## src/rtl/rc4_pkg.sv

```systemverilog
// Shared types and constants for the RC4 PRGA decrypt block.
package rc4_pkg;

  typedef logic [7:0] byte_t;

  // One state per memory access or write of the per-byte loop.
  typedef enum logic [3:0] {
    IDLE,
    LEN_A,
    LEN_D,
    SI_A,
    SI_D,
    SJ_A,
    SJ_D,
    WR_I,
    WR_J,
    PAD_A,
    PAD_D,
    WR_PT,
    DONE
  } prga_state_e;

  localparam byte_t ASCII_MIN = 8'h20;
  localparam byte_t ASCII_MAX = 8'h7E;
  localparam int unsigned S_DEPTH = 256;

endpackage

```

## src/rtl/rc4_ascii_chk.sv

```systemverilog
// Sticky printable-ASCII checker over the plaintext bytes of one message.
// Only instantiated when RC4_PRGA_ASCII_CHK_EN is defined.
module rc4_ascii_chk
  import rc4_pkg::*;
(
  input  logic  clk,
  input  logic  rst_n,
  input  logic  i_start,
  input  logic  i_wr,
  input  byte_t i_data,
  output logic  o_ok
);

  logic r_ok;

  // Re-arm on every accepted start, drop on any non-printable plaintext byte.
  always_ff @(posedge clk or negedge rst_n) begin
    if (!rst_n) begin
      r_ok <= 1'b1;
    end else if (i_start) begin
      r_ok <= 1'b1;
    end else if (i_wr && ((i_data < ASCII_MIN) || (i_data > ASCII_MAX))) begin
      r_ok <= 1'b0;
    end
  end

  assign o_ok = r_ok;

endmodule

```

## src/rtl/rc4_prga.sv

```systemverilog
// RC4 pseudo-random generation + decrypt: reads the KSA-permuted S, keeps
// swapping it, and writes PT[k] = pad ^ CT[k] for a length-prefixed CT.
// Nine cycles per byte; S and CT have one-cycle synchronous read latency.
// Optional: RC4_PRGA_ASCII_CHK_EN adds o_pt_ascii_ok (printable plaintext flag).
module rc4_prga
  import rc4_pkg::*;
#(
  parameter int unsigned MSG_MAX = 255
) (
  input  logic  clk,
  input  logic  rst_n,
  input  logic  i_en,
  output logic  o_rdy,
  output byte_t o_s_addr,
  input  byte_t i_s_rddata,
  output byte_t o_s_wrdata,
  output logic  o_s_wren,
  output byte_t o_ct_addr,
  input  byte_t i_ct_rddata,
  output byte_t o_pt_addr,
  output byte_t o_pt_wrdata,
  output logic  o_pt_wren
`ifdef RC4_PRGA_ASCII_CHK_EN
  ,
  output logic  o_pt_ascii_ok
`endif
);

  // Message length can never exceed what an 8-bit index into S can address.
  localparam int unsigned LEN_CAP = (MSG_MAX < S_DEPTH) ? MSG_MAX : S_DEPTH - 1;

  prga_state_e r_state, w_state_nxt;
  byte_t r_i, r_j, r_k, r_len, r_si, r_sj, r_pad, r_ct;
  byte_t w_len;

  // Clamp the length byte read from CT[0].
  assign w_len = ({1'b0, i_ct_rddata} > 9'(LEN_CAP)) ? 8'(LEN_CAP) : i_ct_rddata;

  // State register.
  // NOTE: clocked state uses non-blocking assignments so every flop samples
  // pre-edge values; blocking here would create order-dependent races.
  always_ff @(posedge clk or negedge rst_n) begin
    if (!rst_n) r_state <= IDLE;
    else        r_state <= w_state_nxt;
  end

  // Next-state logic: one state per cycle, loop SI_A..WR_PT once per byte.
  // NOTE: default assignment first so no path leaves w_state_nxt unassigned,
  // which would otherwise infer a latch.
  always_comb begin
    w_state_nxt = r_state;
    unique case (r_state)
      IDLE:    if (i_en) w_state_nxt = LEN_A;
      LEN_A:   w_state_nxt = LEN_D;
      LEN_D:   w_state_nxt = (w_len != 8'd0) ? SI_A : DONE;
      SI_A:    w_state_nxt = SI_D;
      SI_D:    w_state_nxt = SJ_A;
      SJ_A:    w_state_nxt = SJ_D;
      SJ_D:    w_state_nxt = WR_I;
      WR_I:    w_state_nxt = WR_J;
      WR_J:    w_state_nxt = PAD_A;
      PAD_A:   w_state_nxt = PAD_D;
      PAD_D:   w_state_nxt = WR_PT;
      WR_PT:   w_state_nxt = (r_k == r_len) ? DONE : SI_A;
      DONE:    w_state_nxt = IDLE;
      default: w_state_nxt = IDLE;
    endcase
  end

  // Datapath registers: indices, length, and latched memory read data.
  // NOTE: S, CT and PT live outside this block and are never cleared on
  // reset; only the control and datapath flops below are.
  always_ff @(posedge clk or negedge rst_n) begin
    if (!rst_n) begin
      r_i   <= '0;
      r_j   <= '0;
      r_k   <= '0;
      r_len <= '0;
      r_si  <= '0;
      r_sj  <= '0;
      r_pad <= '0;
      r_ct  <= '0;
    end else begin
      unique case (r_state)
        IDLE: if (i_en) begin
          r_i <= '0;
          r_j <= '0;
          r_k <= '0;
        end
        LEN_D: begin
          r_len <= w_len;
          r_k   <= 8'd1;
        end
        SI_A: r_i <= r_i + 8'd1;
        SI_D: begin
          r_si <= i_s_rddata;
          r_j  <= r_j + i_s_rddata;
        end
        SJ_D: r_sj <= i_s_rddata;
        PAD_D: begin
          r_pad <= i_s_rddata;
          r_ct  <= i_ct_rddata;
        end
        WR_PT: if (r_k != r_len) r_k <= r_k + 8'd1;
        default: ;
      endcase
    end
  end

  // Memory-port outputs decoded from the current state; idle drives all zero.
  // Swap writes use the latched si/sj, so i==j and the pad index stay correct.
  always_comb begin
    o_rdy       = (r_state == IDLE);
    o_s_addr    = '0;
    o_s_wrdata  = '0;
    o_s_wren    = 1'b0;
    o_ct_addr   = '0;
    o_pt_addr   = '0;
    o_pt_wrdata = '0;
    o_pt_wren   = 1'b0;
    unique case (r_state)
      LEN_D: begin
        o_pt_wrdata = w_len;
        o_pt_wren   = 1'b1;
      end
      SI_A:  o_s_addr = r_i + 8'd1;
      SJ_A:  o_s_addr = r_j;
      WR_I: begin
        o_s_addr   = r_i;
        o_s_wrdata = r_sj;
        o_s_wren   = 1'b1;
      end
      WR_J: begin
        o_s_addr   = r_j;
        o_s_wrdata = r_si;
        o_s_wren   = 1'b1;
      end
      PAD_A: begin
        o_s_addr  = r_si + r_sj;
        o_ct_addr = r_k;
      end
      WR_PT: begin
        o_pt_addr   = r_k;
        o_pt_wrdata = r_pad ^ r_ct;
        o_pt_wren   = 1'b1;
      end
      default: ;
    endcase
  end

`ifdef RC4_PRGA_ASCII_CHK_EN
  logic  w_chk_start, w_chk_wr;
  byte_t w_chk_data;

  assign w_chk_start = (r_state == IDLE) && i_en;
  assign w_chk_wr    = (r_state == WR_PT);
  assign w_chk_data  = r_pad ^ r_ct;

  rc4_ascii_chk u_ascii_chk (
    .clk     (clk),
    .rst_n   (rst_n),
    .i_start (w_chk_start),
    .i_wr    (w_chk_wr),
    .i_data  (w_chk_data),
    .o_ok    (o_pt_ascii_ok)
  );
`endif

endmodule

```

## config.mk

```make
export PLATFORM = sky130hd
export DESIGN_NAME = rc4_prga
export DESIGN_NICKNAME = d
export VERILOG_FILES = /design/src/rtl/rc4_pkg.sv /design/src/rtl/rc4_ascii_chk.sv /design/src/rtl/rc4_prga.sv
export SDC_FILE = /design/constraint.sdc
export NUM_CORES = 1
export LEC_CHECK = 0
export CORE_MARGIN = 5
export CORE_UTILIZATION = 40
export DETAILED_ROUTE_END_ITERATION = 10
export SLEW_MARGIN = 20
export SYNTH_ARGS = -nofsm -noshare
export SYNTH_HDL_FRONTEND = slang
export SYNTH_SLANG_ARGS = --single-unit
export TNS_END_PERCENT = 30
```

## constraint.sdc

```tcl
create_clock -name clk -period 1.9 [get_ports clk]
set_input_delay 0.38 -clock clk [delete_from_list [all_inputs] [get_ports clk]]
set_output_delay 0.38 -clock clk [all_outputs]
set_load 0.01 [all_outputs]
```

* Word level (Yosys, flattened, before mapping)
Cells that the tools add are included.
** Word-level totals
- Flip-flop bits (word level) :: 68
- Output and inout port bits :: 43
- Word-level logic and storage cells :: 56
** Operators by class
- $add $sub $neg :: 4
- Equality and inequality tests :: 15
- Muxes and demuxes :: 16
- Bitwise operators :: 1
- Reduce and logical (&&, ||, !) cells :: 11
** Operators by type and width (number)
- $pmux W8 S2 :: 4
- $pmux W4 S12 :: 1
- $mux W8 :: 4
- $pmux W8 S4 :: 1
- $pmux W8 S3 :: 1
- $add A8 B1 Y8 const B :: 2
- $add A8 B8 Y8 :: 2
- $eq A4 B3 Y1 const B :: 4
- $eq A4 B4 Y1 const B :: 4
- $mux W4 :: 3
- $eq A4 B2 Y1 const B :: 2
- $eq A8 B8 Y1 :: 1
- $ne A8 B8 Y1 :: 1
- $reduce_bool A8 Y1 :: 1
- $xor A8 B8 Y8 :: 1
- $reduce_or A2 Y1 :: 3
- $eq A4 B1 Y1 const B :: 1
- $logic_not A4 Y1 :: 1
- $ne A2 B2 Y1 const B :: 2
- $reduce_and A2 Y1 :: 2
- $reduce_bool A2 Y1 :: 2
- $reduce_and A3 Y1 :: 1
- $reduce_bool A3 Y1 :: 1
- $mux W1 :: 2

* Longest topological paths before layout
- Depth after elaboration :: 3
- Depth in mapped cells :: 8

* Worst setup path after synthesis
OpenSTA, ideal clock, no wires.
- Kind :: register -> output
- Start :: reg r_si[0]
- End :: out o_s_addr[6]
- Data arrival time :: 1.775 ns
- Slack :: -0.255 ns
- Cell stages (with the launch flop) :: 8
- Cell sequence :: dfrtp_1 > ha_1 > fa_1 > a21o_1 > a21oi_1 > nand2b_1 > mux2i_1 > o211ai_1
** Between the ends
- Word-level cells in the longest chain between the ends :: 2
** RTL lines
- start, declared :: RTL line rc4_prga.sv:33 : byte_t r_i, r_j, r_k, r_len, r_si, r_sj, r_pad, r_ct;
- start signal, assigned :: RTL line rc4_prga.sv:96 : r_si <= i_s_rddata;
- $add A8 B8 Y8 :: RTL line rc4_prga.sv:139 : o_s_addr = r_si + r_sj;
- $pmux W8 S4 :: RTL line rc4_prga.sv:121 : unique case (r_state)
- end, declared :: RTL line rc4_prga.sv:14 : output byte_t o_s_addr,
No other way between the ends.

* Worst setup path in the final report
- Start :: reg r_sj[0]
- End :: out o_s_addr[2]
** Between the ends
- Word-level cells in the longest chain between the ends :: 2
** RTL lines
- start, declared :: RTL line rc4_prga.sv:33
- start signal, assigned :: RTL line rc4_prga.sv:99 : SJ_D: r_sj <= i_s_rddata;
- $add A8 B8 Y8 :: RTL line rc4_prga.sv:139
- $pmux W8 S4 :: RTL line rc4_prga.sv:121
No other way between the ends.

==> run_results.csv <==
group,metric,value,unit
logic_synthesis,seq_area_frac_synth,0.401,
logic_synthesis,synth.net_count,492,
min_path,hp-class,"in2async",
timing,tns,-10.04,ns
drt,detail_route.iter0.violations,175,
cts,htree_num_levels,3,
drt,detail_route.wirelength,13500,microns
finish,final_cells,803,
timing,slew_limit_fails,0,
place,finalWeightedCongestion,0.838,
worst_setup_path,worst_path_cell_trace,"ha_2, fa_2, buf_4, buf_6, xnor2_4, o22ai_2, a221o_1, buf_2",
timing,rsz0062_at_grt,"true",
timing,setup_ws,-0.688,ns
timing,hold-worst-slack,0.413,ns
pwr,power-per-cell-area,1520,nW/um^2
timing,hold_viol,0,
logic_synthesis,synth_async_sr_flop_share,1.00,
drt,route.vias.total,4238,
worst_setup_path,r2r_cells,6,
worst_setup_path,crit_path_max_cell_delay,0.39,ns
logic_synthesis,synth-seq-cells,68,
floorplan,ios,62,
timing,tightest_slew,0.447,ns
grt,grt_first_pass_wirelength,21500,microns
logic_synthesis,post_synth_instance_area,4240,sq um
grt,globalRouteTotalUtil,0.209,
finish,diodes,0,
grt,first_global_vias,4238,
floorplan,die-area,12800,sq um
pwr,proportion_of_power_drawn_by_combinational_gates,0.623,
timing,setup_viol,51,
cts,clk_path_buf_depth,2,
worst_setup_path,timing.critical_path.from_type,"flop",
pwr,total_power_consumption,10000,uW
logic_synthesis,synthesis.instances,455,
worst_setup_path,worstSetupEndpointType,"primary output",
cts,numClockSinks,68,
logic_synthesis,yosys.cell_types.count,57,
logic_synthesis,synth.yosys.warnings,0,
drt,drt-pass1-iter-count,4,
pwr,share_seq_of_total_power,0.252,
worst_setup_path,worst-path-max-fanout,2,
place,placedInstanceArea,5960,sq um
timing,fmax,0.386,GHz
finish,finish.net_count,699,
pwr,p_int,6050,uW
finish,multi_input_comb_area,2770,sq um
timing,final.setup_skew,0.0112,ns
grt,sum_of_overflow_across_all_layers_after_global_routing,0,
run_status,violations,"setup timing",
drt,top_layer_used,"met4",
cts,path_clk_slew,0.08,ns
floorplan,die-width,113,microns
run_status,run_status,"finished, violations left",
logic_synthesis,top_ff_cell_synth,"sky130_fd_sc_hd__dfrtp_1",
worst_setup_path,arrival,2.21,ns
finish,layout_cells_sized_above_1,0.477,
drt,route.detailed.drc,0,
timing,timing.final.crit_share,1.36,
pwr,clock_power_share,0.124,
finish,layout.filler_cells,858,
timing,post-route-min-period,2.59,ns
place,placedCellCount,765,
drt,route.met3.wl,448,microns
floorplan,start_util,0.411,
finish,syn_to_final_growth,55.2,%
cts,cts.root.buffer_cell,"sky130_fd_sc_hd__clkbuf_8",
drt,routed-wl-met2,6480,microns
pwr,switching_power,3970,uW
cts,worstSkewPairLatency,0.36,ns
logic_synthesis,synth-edff-count,0,
finish,seqCellArea,1710,sq um
worst_setup_path,critical_path.slowest_cell,"sky130_fd_sc_hd__dfrtp_1",
run,max_capacitance_violation_count,0,
pwr,total_leakage_power,0.00334,uW
place,buffer_ports.inserted,61,
grt,antenna_found_initial,0,
worst_setup_path,critPathKind,"reg2out",
drt,wl_met1,6410,microns
cts,tritoncts,"done",
logic_synthesis,post_synth.cell_area_avg,9.32,sq um
worst_setup_path,worstPathRequired,1.52,ns
timing,relSlewSlack,0.701,
floorplan,die_h,113,microns
floorplan,core_region_area,10300,sq um
drt,drt.antenna.violating_nets,0,
grt,largest_net_degree_at_the_start_of_global_routing,61,
drt,drt-vias-per-instance,5.28,
finish,final_cell_area,6580,sq um
pwr,max-vdd-ir-drop,0.626,mV
floorplan,core.rowCount,37,
drt,routed_wl_per_cell,16.8,microns
cts,cts_inserted_buffers,9,
pwr,share_of_total_power_consumed_by_net_switching,0.397,
place,post_detail_place_hpwl,9850,microns
registers in the layout, summed over array words and instances, names as in the netlist:
signal	count
r_sj	8
r_state	4
r_pad	8
r_ct	8
r_j	8
r_si	8
r_k	8
r_len	8
r_i	8
per-stage QoR:
step,setup WS [ns],utilization
5_1_grt,-0.790,0.638
2_1_floorplan,-0.156,-
3_3_place_gp,-0.629,0.578
6_report,-0.688,0.638
4_1_cts,-0.666,0.607
3_5_place_dp,-0.654,0.578
cells in the final DEF (no fill, tap or decap), types with 7 or more instances in the layout:
master and instances:
sky130_fd_sc_hd__buf_2 42, sky130_fd_sc_hd__ha_1 12, sky130_fd_sc_hd__o21a_1 7, sky130_fd_sc_hd__and2_1 8, sky130_fd_sc_hd__clkbuf_8 10, sky130_fd_sc_hd__dfrtp_1 63, sky130_fd_sc_hd__clkdlybuf4s50_1 14, sky130_fd_sc_hd__a22o_1 12
sky130_fd_sc_hd__buf_6 26, sky130_fd_sc_hd__nand3_1 9, sky130_fd_sc_hd__mux2_2 24, sky130_fd_sc_hd__nand2_4 7, sky130_fd_sc_hd__xnor2_1 14, sky130_fd_sc_hd__o21ai_0 11, sky130_fd_sc_hd__buf_4 132, sky130_fd_sc_hd__and3_1 9
sky130_fd_sc_hd__a21oi_1 13, sky130_fd_sc_hd__o21ai_2 11, sky130_fd_sc_hd__nor3_1 7, sky130_fd_sc_hd__nand2_1 65, sky130_fd_sc_hd__a21o_1 11, sky130_fd_sc_hd__xor2_1 13, sky130_fd_sc_hd__a21oi_2 7, sky130_fd_sc_hd__nor2_1 16
sky130_fd_sc_hd__o21ai_1 9
cell families (layout without fill, tap and decap cells):
kind of cell,after synthesis,count (layout),share of synthesized area
DFF,68,68,0.401
xor gates and xnor gates,28,28,0.0578
adders and majority gates,18,18,0.0566
AOI/OAI and AO/OA,106,106,0.166
muxes,29,29,0.0758
and+or+nand+nor,177,177,0.209
buffers and inverters,29,241,0.0336
power groups by stage:
stage / combinational (uW) / sequential [uW] / clock, uW
after global placement: 5070 / 2500 / 0
after CTS: 5600 / 2510 / 1270
after global routing: 6780 / 2600 / 1340
after detailed placement: 5150 / 2540 / 0
after floorplan: 2800 / 2430 / 0
final: 6250 / 2530 / 1250
critical path: cells and delay by family (launching register included):
family	cells	cell delay [ns]
AOI/OAI and AO/OA	2	0.38
buffers and inverters	3	0.41
xor gates and xnor gates	1	0.12
DFF	1	0.39
adders and majority gates	2	0.55
synthesized netlist by cell type (3+ instances only):
| cell type | count | area share |
|---|---|---|
| sky130_fd_sc_hd__mux2_2 | 24 | 0.064 |
| sky130_fd_sc_hd__a22o_1 | 12 | 0.025 |
| sky130_fd_sc_hd__nand3b_1 | 3 | 0.0053 |
| sky130_fd_sc_hd__nand3_1 | 9 | 0.011 |
| sky130_fd_sc_hd__nand2_1 | 76 | 0.067 |
| sky130_fd_sc_hd__mux2i_1 | 4 | 0.0094 |
| sky130_fd_sc_hd__o21a_1 | 7 | 0.012 |
| sky130_fd_sc_hd__buf_6 | 3 | 0.0080 |
| sky130_fd_sc_hd__nand4b_1 | 3 | 0.0062 |
| sky130_fd_sc_hd__nor2_1 | 22 | 0.019 |
| sky130_fd_sc_hd__o31ai_1 | 4 | 0.0071 |
| sky130_fd_sc_hd__o21ai_0 | 24 | 0.028 |
| sky130_fd_sc_hd__and3_1 | 9 | 0.013 |
| sky130_fd_sc_hd__xnor2_1 | 15 | 0.031 |
| sky130_fd_sc_hd__and2_1 | 9 | 0.013 |
| sky130_fd_sc_hd__nor2b_1 | 3 | 0.0044 |
| sky130_fd_sc_hd__a21oi_1 | 20 | 0.024 |
| sky130_fd_sc_hd__nor3_1 | 10 | 0.012 |
| sky130_fd_sc_hd__a221o_1 | 3 | 0.0071 |
| sky130_fd_sc_hd__xor2_1 | 13 | 0.027 |
| sky130_fd_sc_hd__a221oi_1 | 4 | 0.0083 |
| sky130_fd_sc_hd__o21ai_1 | 7 | 0.0083 |
| sky130_fd_sc_hd__or3_1 | 7 | 0.010 |
| sky130_fd_sc_hd__dfrtp_1 | 68 | 0.40 |
| sky130_fd_sc_hd__nand2b_1 | 5 | 0.0074 |
| sky130_fd_sc_hd__buf_2 | 6 | 0.0071 |
| sky130_fd_sc_hd__nor4_1 | 3 | 0.0044 |
| sky130_fd_sc_hd__ha_1 | 16 | 0.047 |
| sky130_fd_sc_hd__inv_1 | 4 | 0.0035 |
| sky130_fd_sc_hd__o211ai_1 | 4 | 0.0071 |
| sky130_fd_sc_hd__clkbuf_1 | 14 | 0.012 |
| sky130_fd_sc_hd__a21o_1 | 11 | 0.019 |
cell type report:
class / count / share of cell area
Sequential cell: 68 / 0.259
Clock inverter: 6 / 0.00931
Timing Repair Buffer: 220 / 0.261
Multi-Input combinational cell: 358 / 0.420
Inverter: 5 / 0.00285
Tap cell: 136 / 0.0258
Clock buffer: 10 / 0.0209
timing repair:
action	4_1_cts	5_1_grt
resized for setup	235	64
hold endpoints to repair	8	0
cloned	0	1
pin swaps	19	16
hold buffers	1	0
setup endpoints to repair	60	92
buffers inserted	12	10
final timing paths:
path / endpoint / start / slack [ns]
max: o_s_addr[2] / r_sj[0]$_DFFE_PN0P_ / -0.69
min: r_sj[7]$_DFFE_PN0P_ / rst_n / 0.41
max reg2reg: r_k[7]$_DFFE_PN0P_ / r_state[0]$_DFFE_PN0P_ / -0.08
max in group asynchronous: r_k[0]$_DFFE_PN0P_ / rst_n / 0.86
min reg2reg: r_len[0]$_DFFE_PN0P_ / r_len[0]$_DFFE_PN0P_ / 0.50
min in group clk: r_si[0]$_DFFE_PN0P_ / i_s_rddata[0] / 0.44
metal layers:
metal,global-route usage,vias to the layer above
li1,-,2050
met1,0.301,2100
met2,0.327,74
met3,0.0332,14
met4,0.0577,0
met5,0,-
(Power assumes the default switching activity.)
